## config.mk

```make
export PLATFORM = sky130hd
export DESIGN_NAME = button_conditioner
export DESIGN_NICKNAME = d
export VERILOG_FILES = /design/src/rtl/button_conditioner.sv
export SDC_FILE = /design/constraint.sdc
export NUM_CORES = 1
export LEC_CHECK = 0
export CORE_UTILIZATION = 40
export DETAILED_ROUTE_END_ITERATION = 16
export DONT_BUFFER_PORTS = 1
export PLACE_DENSITY = 0.6
export SLEW_MARGIN = 10
export SYNTH_ARGS = -nofsm -noshare
export SYNTH_HDL_FRONTEND = slang
export SYNTH_SLANG_ARGS = --single-unit
```

## constraint.sdc

```tcl
create_clock -name CLK -period 5.6 [get_ports CLK]
set_clock_uncertainty 0.15 [all_clocks]
set_input_delay 0.56 -clock CLK [delete_from_list [all_inputs] [get_ports CLK]]
set_output_delay 0.56 -clock CLK [all_outputs]
set_load 0.02 [all_outputs]
```

## src/rtl/button_conditioner.sv

```systemverilog
// Push-button conditioner: synchronizes and debounces a raw button, then
// produces press/release strobes and a single long-press strobe per press.
module button_conditioner #(
  parameter int unsigned CLOCK_FREQ    = 100000000,
  parameter int unsigned DEBOUNCE_MS   = 20,
  parameter int unsigned LONG_PRESS_MS = 1000
) (
  input  logic CLK,
  input  logic RESETN,
  input  logic BTN_IN,
  output logic BTN_LEVEL,
  output logic PRESS_PULSE,
  output logic RELEASE_PULSE,
  output logic LONG_PULSE
);

  localparam int unsigned DB_RAW          = (CLOCK_FREQ / 1000) * DEBOUNCE_MS;
  localparam int unsigned DEBOUNCE_CYCLES = (DB_RAW < 1) ? 1 : DB_RAW;
  localparam int unsigned LONG_RAW        = (CLOCK_FREQ / 1000) * LONG_PRESS_MS;
  localparam int unsigned LONG_CYCLES     = (LONG_RAW < 1) ? 1 : LONG_RAW;

  // Terminal values: the action fires on the edge that would complete the count.
  localparam logic [31:0] DB_LAST   = 32'(DEBOUNCE_CYCLES - 1);
  localparam logic [31:0] LONG_LAST = 32'(LONG_CYCLES - 1);
  localparam logic [31:0] CNT_MAX   = 32'hFFFF_FFFF;

  typedef enum logic [1:0] {
    IDLE = 2'd0,
    HELD = 2'd1,
    LONG = 2'd2
  } state_t;

  logic [1:0]  sync_reg;
  logic        sync;
  logic [31:0] db_cnt_reg, db_cnt_next;
  logic        level_reg, level_next;
  logic        toggle;
  logic        press_evt, release_evt;
  logic        press_reg, release_reg;
  state_t      state_reg, state_next;
  logic [31:0] hold_reg, hold_next;
  logic        long_reg, long_next;

  always_ff @(posedge CLK or negedge RESETN) begin
    if (!RESETN) begin
      sync_reg <= 2'b00;
    end else begin
      sync_reg <= {sync_reg[0], BTN_IN};
    end
  end

  assign sync = sync_reg[1];

  always_comb begin
    toggle      = 1'b0;
    level_next  = level_reg;
    db_cnt_next = '0;
    if (sync != level_reg) begin
      if (db_cnt_reg >= DB_LAST) begin
        toggle     = 1'b1;
        level_next = ~level_reg;
      end else begin
        db_cnt_next = db_cnt_reg + 32'd1;
      end
    end
  end

  // Edge events are taken from the toggle itself so the strobes and the FSM
  // react on the same edge that BTN_LEVEL changes.
  assign press_evt   = toggle & ~level_reg;
  assign release_evt = toggle &  level_reg;

  always_ff @(posedge CLK or negedge RESETN) begin
    if (!RESETN) begin
      db_cnt_reg  <= '0;
      level_reg   <= 1'b0;
      press_reg   <= 1'b0;
      release_reg <= 1'b0;
    end else begin
      db_cnt_reg  <= db_cnt_next;
      level_reg   <= level_next;
      press_reg   <= press_evt;
      release_reg <= release_evt;
    end
  end

  always_ff @(posedge CLK or negedge RESETN) begin
    if (!RESETN) begin
      state_reg <= IDLE;
      hold_reg  <= '0;
      long_reg  <= 1'b0;
    end else begin
      state_reg <= state_next;
      hold_reg  <= hold_next;
      long_reg  <= long_next;
    end
  end

  always_comb begin
    state_next = state_reg;
    hold_next  = hold_reg;
    long_next  = 1'b0;
    case (state_reg)
      IDLE: begin
        if (press_evt) begin
          state_next = HELD;
          hold_next  = '0;
        end
      end
      HELD: begin
        // Release wins over a terminal count landing on the same edge.
        if (release_evt) begin
          state_next = IDLE;
        end else if (level_reg) begin
          if (hold_reg >= LONG_LAST) begin
            long_next  = 1'b1;
            state_next = LONG;
          end
          if (hold_reg != CNT_MAX) begin
            hold_next = hold_reg + 32'd1;
          end
        end
      end
      LONG: begin
        if (release_evt) begin
          state_next = IDLE;
        end else if (level_reg && (hold_reg != CNT_MAX)) begin
          hold_next = hold_reg + 32'd1;
        end
      end
      default: begin
        state_next = IDLE;
        hold_next  = '0;
      end
    endcase
  end

  assign BTN_LEVEL     = level_reg;
  assign PRESS_PULSE   = press_reg;
  assign RELEASE_PULSE = release_reg;
  assign LONG_PULSE    = long_reg;

endmodule

```

==> results.yml, run 1 <==
run_status:
  outcome: "finished, final reports clean"
worst_setup_path:
  critPathKind: "register to register"
  path_common_cell: "nand3_1"
  path_cells: "ha_1 > nand3_1 > nor4_2 > a41oi_2 > nand4_1 > nand3_1 > a32o_1"
  setup.worst_path.start_class: "register"
  crit_slowest_cell: "nand4_1"
  max_stage_delay_ps: 640
  worstPathRequired_ps: 5700
  end_kind: "register"
  arrival_ps: 3650
  cp_max_fo: 21
yosys:
  synth_ff_type: "dfrtp_1"
  synth_edf_count: 0
  syn_area_mm2: 0.00388
  synth_warnings: 0
  synthCells: 407
  synth_top_area_share_pct: 46.5
  yosysTopAreaCell: "dfrtp_1"
  ys_seq_area_share_pct: 46.5
  syn_area_per_cell_um2: 9.52
  synth-seq-cells: 72
  async_flop_share_pct: 100
  ys_types: 56
  ys_top_cells_by_area: "dfrtp_1 46%, nor2_1 4.2%, xor2_1 2.9%, nand4_1 2.9%, a32o_1 2.8%"
pwr:
  p_leak_uw: 0.00168
  switchingPower_uw: 495
  power.share.switching_pct: 35.6
  power_frac_clock_pct: 31.9
  seqPwrFrac_pct: 39.9
  p_total_uw: 1390
  power.internal_uw: 896
  peakVddDrop_mv: 0.175
  powerDensity_mw_per_mm2: 326
  p_comb_share_pct: 28.2
sta:
  period_share_pct: 63.3
  setup_viol: 0
  final_max_slew_viol_count: 0
  max_freq_ghz: 0.282
  hold_viol: 0
  relSlewSlack_pct: 39.6
  period_needed_ps: 3550
  finalSetupTns_ps: 0
  worst_slew_pin_slew_ps: 897
  rsz0062_at_grt: "false"
finish:
  multi_input_area_mm2: 0.00194
  layout_commonest_cell: "dfrtp_1"
  fin_area_mm2: 0.00427
  syn_to_final_growth_pct: 10.2
  nets: 423
  register_area_mm2: 0.00180
  diodes: 0
  mostFrequentLayoutCells: "72 x dfrtp_1, 43 x nor2_1, 29 x nand2_1, 25 x inv_1, 22 x nand3_1"
  drive_gt1_share_pct: 7.38
  fillCellCount: 904
routing:
  postRouteWirelength_mm: 9.00
  vias: 3187
  routedWlPerCell_um: 16.4
  firstDrtPassIters: 5
  viasPerCell: 5.81
  ant_nets: 0
  drtIter0Drc: 206
  drc: 0
global_route:
  grt_start_max_net_pins: 73
  grt_pass1_wl_mm: 15.2
  antenna_found_initial: 0
  grt_overflow: 0
  groute.usage.overall_pct: 19.5
  first_global_vias: 3126
clocking:
  worstSkewPairLatency_ps: 360
  cts.clk_slew.worst_paths_ps: 80
  clockBufferDepth: 2
  cts_root_buf: "clkbuf_8"
  h-tree-depth: 3
  numCtsBuffers: 9
  cts_sinks: 72
  cts_tree: "done"
  cts_resized: 0
  cts_setup_buffers: 0
die:
  die-width_um: 100
  num_rows: 35
  core_area_mm2: 0.00933
  die_area_mm2: 0.0101
  die_height_um: 100
  start_util_pct: 41.6
  io_pins: 7
place:
  gp_congestion: 0.836
  port_buffers: 0
  placed_cell_area_mm2: 0.00402
  hpwlAfterDp_mm: 5.89
min_path:
  holdCritPathClass: "input pin to register"
job:
  max-cap-violations: 0
[through the flow]
stage	hold slack [ps]	utilization, %	setup slack, ps	instances
after CTS	67.9	45.8	2080	549
after detailed placement	116	43.1	2120	531
after floorplan	114	-	3140	417
after global placement	116	43.1	2200	531
final	81.3	45.8	2050	549
after global routing	62.0	45.8	1780	549
[power groups by stage]
| stage | Sequential, uW | Clock, uW | Combinational (uW) |
|---|---|---|---|
| after floorplan | 562 | 0 | 292 |
| after global placement | 565 | 0 | 374 |
| after detailed placement | 566 | 0 | 375 |
| after CTS | 555 | 458 | 389 |
| after global routing | 558 | 473 | 432 |
| final | 555 | 444 | 392 |
[logic make-up (layout without fill, tap and decap cells)]
family	count (synthesis)	after routing	share of synthesized area, %
flip-flops	72	72	46.5
other	1	11	0.0967
AND/OR/NAND/NOR	166	166	22.6
AO/OA/AOI/OAI	96	96	19.2
buffers and inverters	44	47	4.65
adder cells (fa/ha/maj)	5	5	1.61
multiplexers	4	4	1.07
XOR/XNOR	19	19	4.29
[final timing paths]
| check | from | to | slack [ps] | cells after the start |
|---|---|---|---|---|
| max in group asynchronous | RESETN | db_cnt_reg[20] | 4410 | 2 |
| min in group asynchronous | RESETN | db_cnt_reg[23] | 590 | 2 |
| min reg2reg | sync_reg[0] | sync_reg[1] | 210 | 0 |
| min | BTN_IN | sync_reg[0] | 80 | 0 |
| max | hold_reg[0] | hold_reg[11] | 2050 | 7 |
| max reg2reg | hold_reg[0] | hold_reg[11] | 2050 | 7 |
[cell type report]
type | count | area share (%)
multi-input cells | 301 | 45.3
flip-flops and latches | 72 | 42.2
well taps | 129 | 3.78
clock buffers | 10 | 3.22
inverters | 25 | 2.20
clock inverters | 6 | 1.70
repair buffers | 6 | 1.58
[worst max-delay path, delay by kind of cell, from the launching register on]
kind	cells	cell delay (ps)
AO/OA/AOI/OAI	2	670
flip-flops	1	390
adder cells (fa/ha/maj)	1	200
AND/OR/NAND/NOR	4	2030
[routing by layer]
layer / up-vias / global-route usage [%] / part of all wire, %
li1: 1541 / - / -
met1: 1540 / 24.9 / 44
met2: 92 / 32.1 / 48
met3: 14 / 4.74 / 5.4
met4: 0 / 6.80 / 1.8
met5: - / 0 / 0
[repair_timing]
item,in CTS,in global routing
endpoints found under the setup margin,0,0
hold buffers,2,0
endpoints found under the hold margin,72,0
[cell usage after synthesis (all sizes together), types with 7 or more instances]
library cell and count:
xor2 13, a32o 11, a21oi 8, nor2 43, nor4 7, nand4 19
o31ai 7, nand3 22, and4 7, a31oi 10, o21ai 7, o22ai 14
clkbuf 12, nor3 15, inv 25, buf 7, dfrtp 72, a41oi 7
nand2 29
Note: power is estimated with default switching activity, not from simulation.
==> inputs of run 2 (changes only) <==
- PLACE_DENSITY: 0.6 -> 0.62
- clock period: 5.6 -> 3.08 ns (I/O delays scaled with it)
==> results.yml, run 2 (synthesis gave the netlist of run 1 again) <==
run_status:
  outcome: "finished, final reports clean"
finish:
  nets: 431
  fin_area_mm2: 0.00437
  final_util_pct: 46.9
  diodes: 0
  layout_commonest_cell: "dfrtp_1"
  drive_gt1_share_pct: 8.88
  mostFrequentLayoutCells: "72 x dfrtp_1, 43 x nor2_1, 29 x nand2_1, 25 x inv_1, 22 x nand3_1"
  syn_to_final_growth_pct: 12.8
  fillCellCount: 887
job:
  max-cap-violations: 0
sta:
  max_freq_ghz: 0.351
  period_share_pct: 92.5
  final_max_slew_viol_count: 0
  period_needed_ps: 2850
  setup_viol: 0
  rsz0062_at_grt: "false"
  hold_viol: 0
  worst_slew_pin_slew_ps: 662
  relSlewSlack_pct: 55.6
  finalSetupTns_ps: 0
clocking:
  worstSkewPairLatency_ps: 350
  clockBufferDepth: 2
  h-tree-depth: 3
  numCtsBuffers: 9
  cts.clk_slew.worst_paths_ps: 80
  cts_tree: "done"
  cts_root_buf: "clkbuf_8"
  cts_sinks: 72
die:
  core_area_mm2: 0.00933
  die_height_um: 100
  start_util_pct: 41.6
  io_pins: 7
  num_rows: 35
  die_area_mm2: 0.0101
  die-width_um: 100
routing:
  postRouteWirelength_mm: 9.22
  firstDrtPassIters: 5
  top_signal_layer_used: "met4"
  viasPerCell: 5.78
  vias: 3221
  drt-met1-wl_mm: 4.07
  wl_met2_mm: 4.48
  drc: 0
  dr_wl_met3_um: 541
  routedWlPerCell_um: 16.5
  drtIter0Drc: 235
  ant_nets: 0
place:
  hpwlAfterDp_mm: 6.14
  port_buffers: 0
  placed_cell_area_mm2: 0.00408
  gp_congestion: 0.846
pwr:
  p_leak_uw: 0.00173
  peakVddDrop_mv: 0.320
  powerDensity_mw_per_mm2: 610
global_route:
  grt_start_max_net_pins: 73
  grt_pass1_wl_mm: 15.4
  antenna_found_initial: 0
  groute.usage.overall_pct: 19.9
  first_global_vias: 3110
  grt_overflow: 0
worst_setup_path:
  arrival_ps: 2940
  setup.worst_path.start_class: "register"
  cp_max_fo: 11
  worstPathRequired_ps: 3170
  end_kind: "register"
  critPathKind: "register to register"
min_path:
  holdCritPathClass: "register to register"
[run 2: changes by cell type in the layout (fill, tap and decap cells not counted), sizes merged]
cell	change
inv	-2
bufinv	+2
dlygate4sd3	+1
buf	+7
clkinv	+1
clkinvlp	-1
[run 2: layout make-up]
cell class                 instances  area (um^2)  share of cell area [%]
multi-input combinational        301         1940                    44.4
sequential                        72         1800                    41.2
tap                              129          161                    3.69
timing repair buffer              14          130                    2.98
clock buffer                      10          128                    2.92
clock inverter                     6          116                    2.66
inverter                          25         93.8                    2.15
[run 2: path summary, 6_finish.rpt]
kind | from | end | slack [ps] | cells after the start
max | hold_reg[21] | hold_reg[11] | 230 | 6
min | sync_reg[0] | sync_reg[1] | 210 | 0
max reg2reg | hold_reg[21] | hold_reg[11] | 230 | 6
min reg2reg | sync_reg[0] | sync_reg[1] | 210 | 0
max in group asynchronous | RESETN | hold_reg[9] | 2100 | 2
min in group asynchronous | RESETN | hold_reg[6] | 360 | 2
[run 2: critical path, stage by stage (launching register included)]
cell and delay, ps:
dfrtp_1 460, nand4_1 310, nor4_2 490, a41oi_2 260, a21oi_2 200, nand3_1 440, a32o_1 420
[run 2: per-layer routing]
layer  vias up  GRT usage, %
met2       104          31.6
met1      1544          26.1
li1       1558             -
met5         -             0
met3        15          4.94
met4         0          7.69
[run 2: power breakdown]
part	internal (uW)	switching (uW)	total, uW
Clock	544	371	915
Sequential	981	26.7	1010
Combinational	264	479	743
Total	1790	877	2670
[run 2: stage by stage]
| stage | worst slack [ps] | power (uW) | instances | hold slack, ps |
|---|---|---|---|---|
| after CTS | 22.4 | 2680 | 557 | 213 |
| after global placement | 159 | 1730 | 538 | -136 |
| after global routing | 84.6 | 2810 | 557 | 217 |
| after floorplan | 619 | 1550 | 417 | -138 |
| final | 230 | 2670 | 557 | 211 |
| after detailed placement | 49.4 | 1730 | 538 | -137 |
[run 2: timing repair]
item,CTS,global route
endpoints found under the hold margin,73,0
setup endpoints to repair,0,3
resized for setup,0,1
hold buffers,3,0
setup buffers,0,0
==> inputs of run 3 (changes only) <==
- SKIP_CTS_REPAIR_TIMING: unset -> 1
==> results.yml, run 3 (synthesis gave the netlist of run 1 again) <==
sta:
  relSlewSlack_pct: 55.6
  worst_slew_pin_slew_ps: 663
  finalHoldWorstSlack_ps: 211
  period_share_pct: 92.9
  finalSetupTns_ps: 0
  period_needed_ps: 2860
  setup_viol: 0
  final_max_slew_viol_count: 0
  fin_ws_ps: 220
  hold_viol: 0
  rsz0062_at_grt: "false"
  max_freq_ghz: 0.350
die:
  num_rows: 35
  die_height_um: 100
  core_area_mm2: 0.00933
  start_util_pct: 41.6
  io_pins: 7
  die-width_um: 100
  die_area_mm2: 0.0101
routing:
  firstDrtPassIters: 7
  routedWlPerCell_um: 16.4
  ant_nets: 0
  vias: 3246
  drtIter0Drc: 235
  viasPerCell: 5.83
  postRouteWirelength_mm: 9.14
  drc: 0
global_route:
  first_global_vias: 3095
  groute.usage.overall_pct: 19.8
  grt_pass1_wl_mm: 15.4
  grt_start_max_net_pins: 73
  grt_overflow: 0
  antenna_found_initial: 0
job:
  max-cap-violations: 0
clocking:
  cts_tree: "done"
  numCtsBuffers: 9
  worstSkewPairLatency_ps: 350
  cts_root_buf: "clkbuf_8"
  h-tree-depth: 3
  cts_sinks: 72
  cts.clk_slew.worst_paths_ps: 80
  clockBufferDepth: 2
finish:
  fin_area_mm2: 0.00437
  drive_gt1_share_pct: 8.88
  layout_commonest_cell: "dfrtp_1"
  syn_to_final_growth_pct: 12.8
  mostFrequentLayoutCells: "72 x dfrtp_1, 43 x nor2_1, 29 x nand2_1, 25 x inv_1, 22 x nand3_1"
  diodes: 0
  nets: 431
pwr:
  p_leak_uw: 0.00173
  peakVddDrop_mv: 0.320
  p_total_uw: 2670
  powerDensity_mw_per_mm2: 610
worst_setup_path:
  worstPathRequired_ps: 3170
  r2r_cells: 6
  cp_max_fo: 11
  setup.worst_path.start_class: "register"
  reg2reg_to: "hold_reg[11]"
  rrSetupSlack_ps: 220
  critPathKind: "register to register"
  reg2reg_from: "hold_reg[21]"
  end_kind: "register"
  arrival_ps: 2950
place:
  port_buffers: 0
  pre_cts_ws_ps: 49.4
  hpwlAfterDp_mm: 6.14
  placed_cell_area_mm2: 0.00408
  gp_congestion: 0.846
min_path:
  holdCritPathClass: "register to register"
  min_to: "sync_reg[1]"
  min_from: "sync_reg[0]"
  worstHoldPathCells: 0
run_status:
  outcome: "finished, final reports clean"
==> run 3: cell counts in the layout (fill, tap and decap cells not counted) <==
Identical to the previous run, type by type.
==> run 3: through the flow <==
step / cells / util, %
final: 557 / 46.9
after global routing: 557 / 46.9
after CTS: 554 / 46.3
after detailed placement: 538 / 43.7
after global placement: 538 / 43.7
after floorplan: 417 / -
==> run 3: area by class of cell <==
cell class | instances | area [um^2]
inverter | 25 | 93.8
multi-input combinational | 301 | 1940
fill | 888 | 4960
clock inverter | 6 | 116
sequential | 72 | 1800
timing repair buffer | 14 | 130
tap | 129 | 161
clock buffer | 10 | 128
==> run 3: worst max-delay path, stage by stage (launching register included) <==
cell	delay, ps
dfrtp_1	470
nand4_1	320
nor4_2	490
a41oi_2	260
a21oi_2	200
nand3_1	440
a32o_1	430
==> run 3: worst max path at each step <==
stage / from / to / slack (ps) / cells after the start
global placement: state_reg[1] / hold_reg[23] / 160 / 8
CTS: state_reg[1] / hold_reg[21] / 20 / 8
detailed placement: state_reg[1] / hold_reg[21] / 50 / 8
global route: hold_reg[21] / hold_reg[11] / 80 / 6
floorplan: hold_reg[0] / hold_reg[6] / 620 / 8
finish: hold_reg[21] / hold_reg[11] / 220 / 6
==> run 3: power by group <==
| part | internal, uW | total [uW] | switching, uW |
|---|---|---|---|
| Sequential | 981 | 1010 | 26.4 |
| Clock | 544 | 917 | 373 |
| Combinational | 264 | 744 | 480 |
==> run 3: per-layer routing <==
metal | track usage, % | routed length [um] | up-vias
li1 | - | - | 1558
met1 | 26.1 | 4170 | 1564
met2 | 31.2 | 4400 | 104
met3 | 4.94 | 437 | 20
met5 | 0 | 0 | -
met4 | 7.69 | 140 | 0
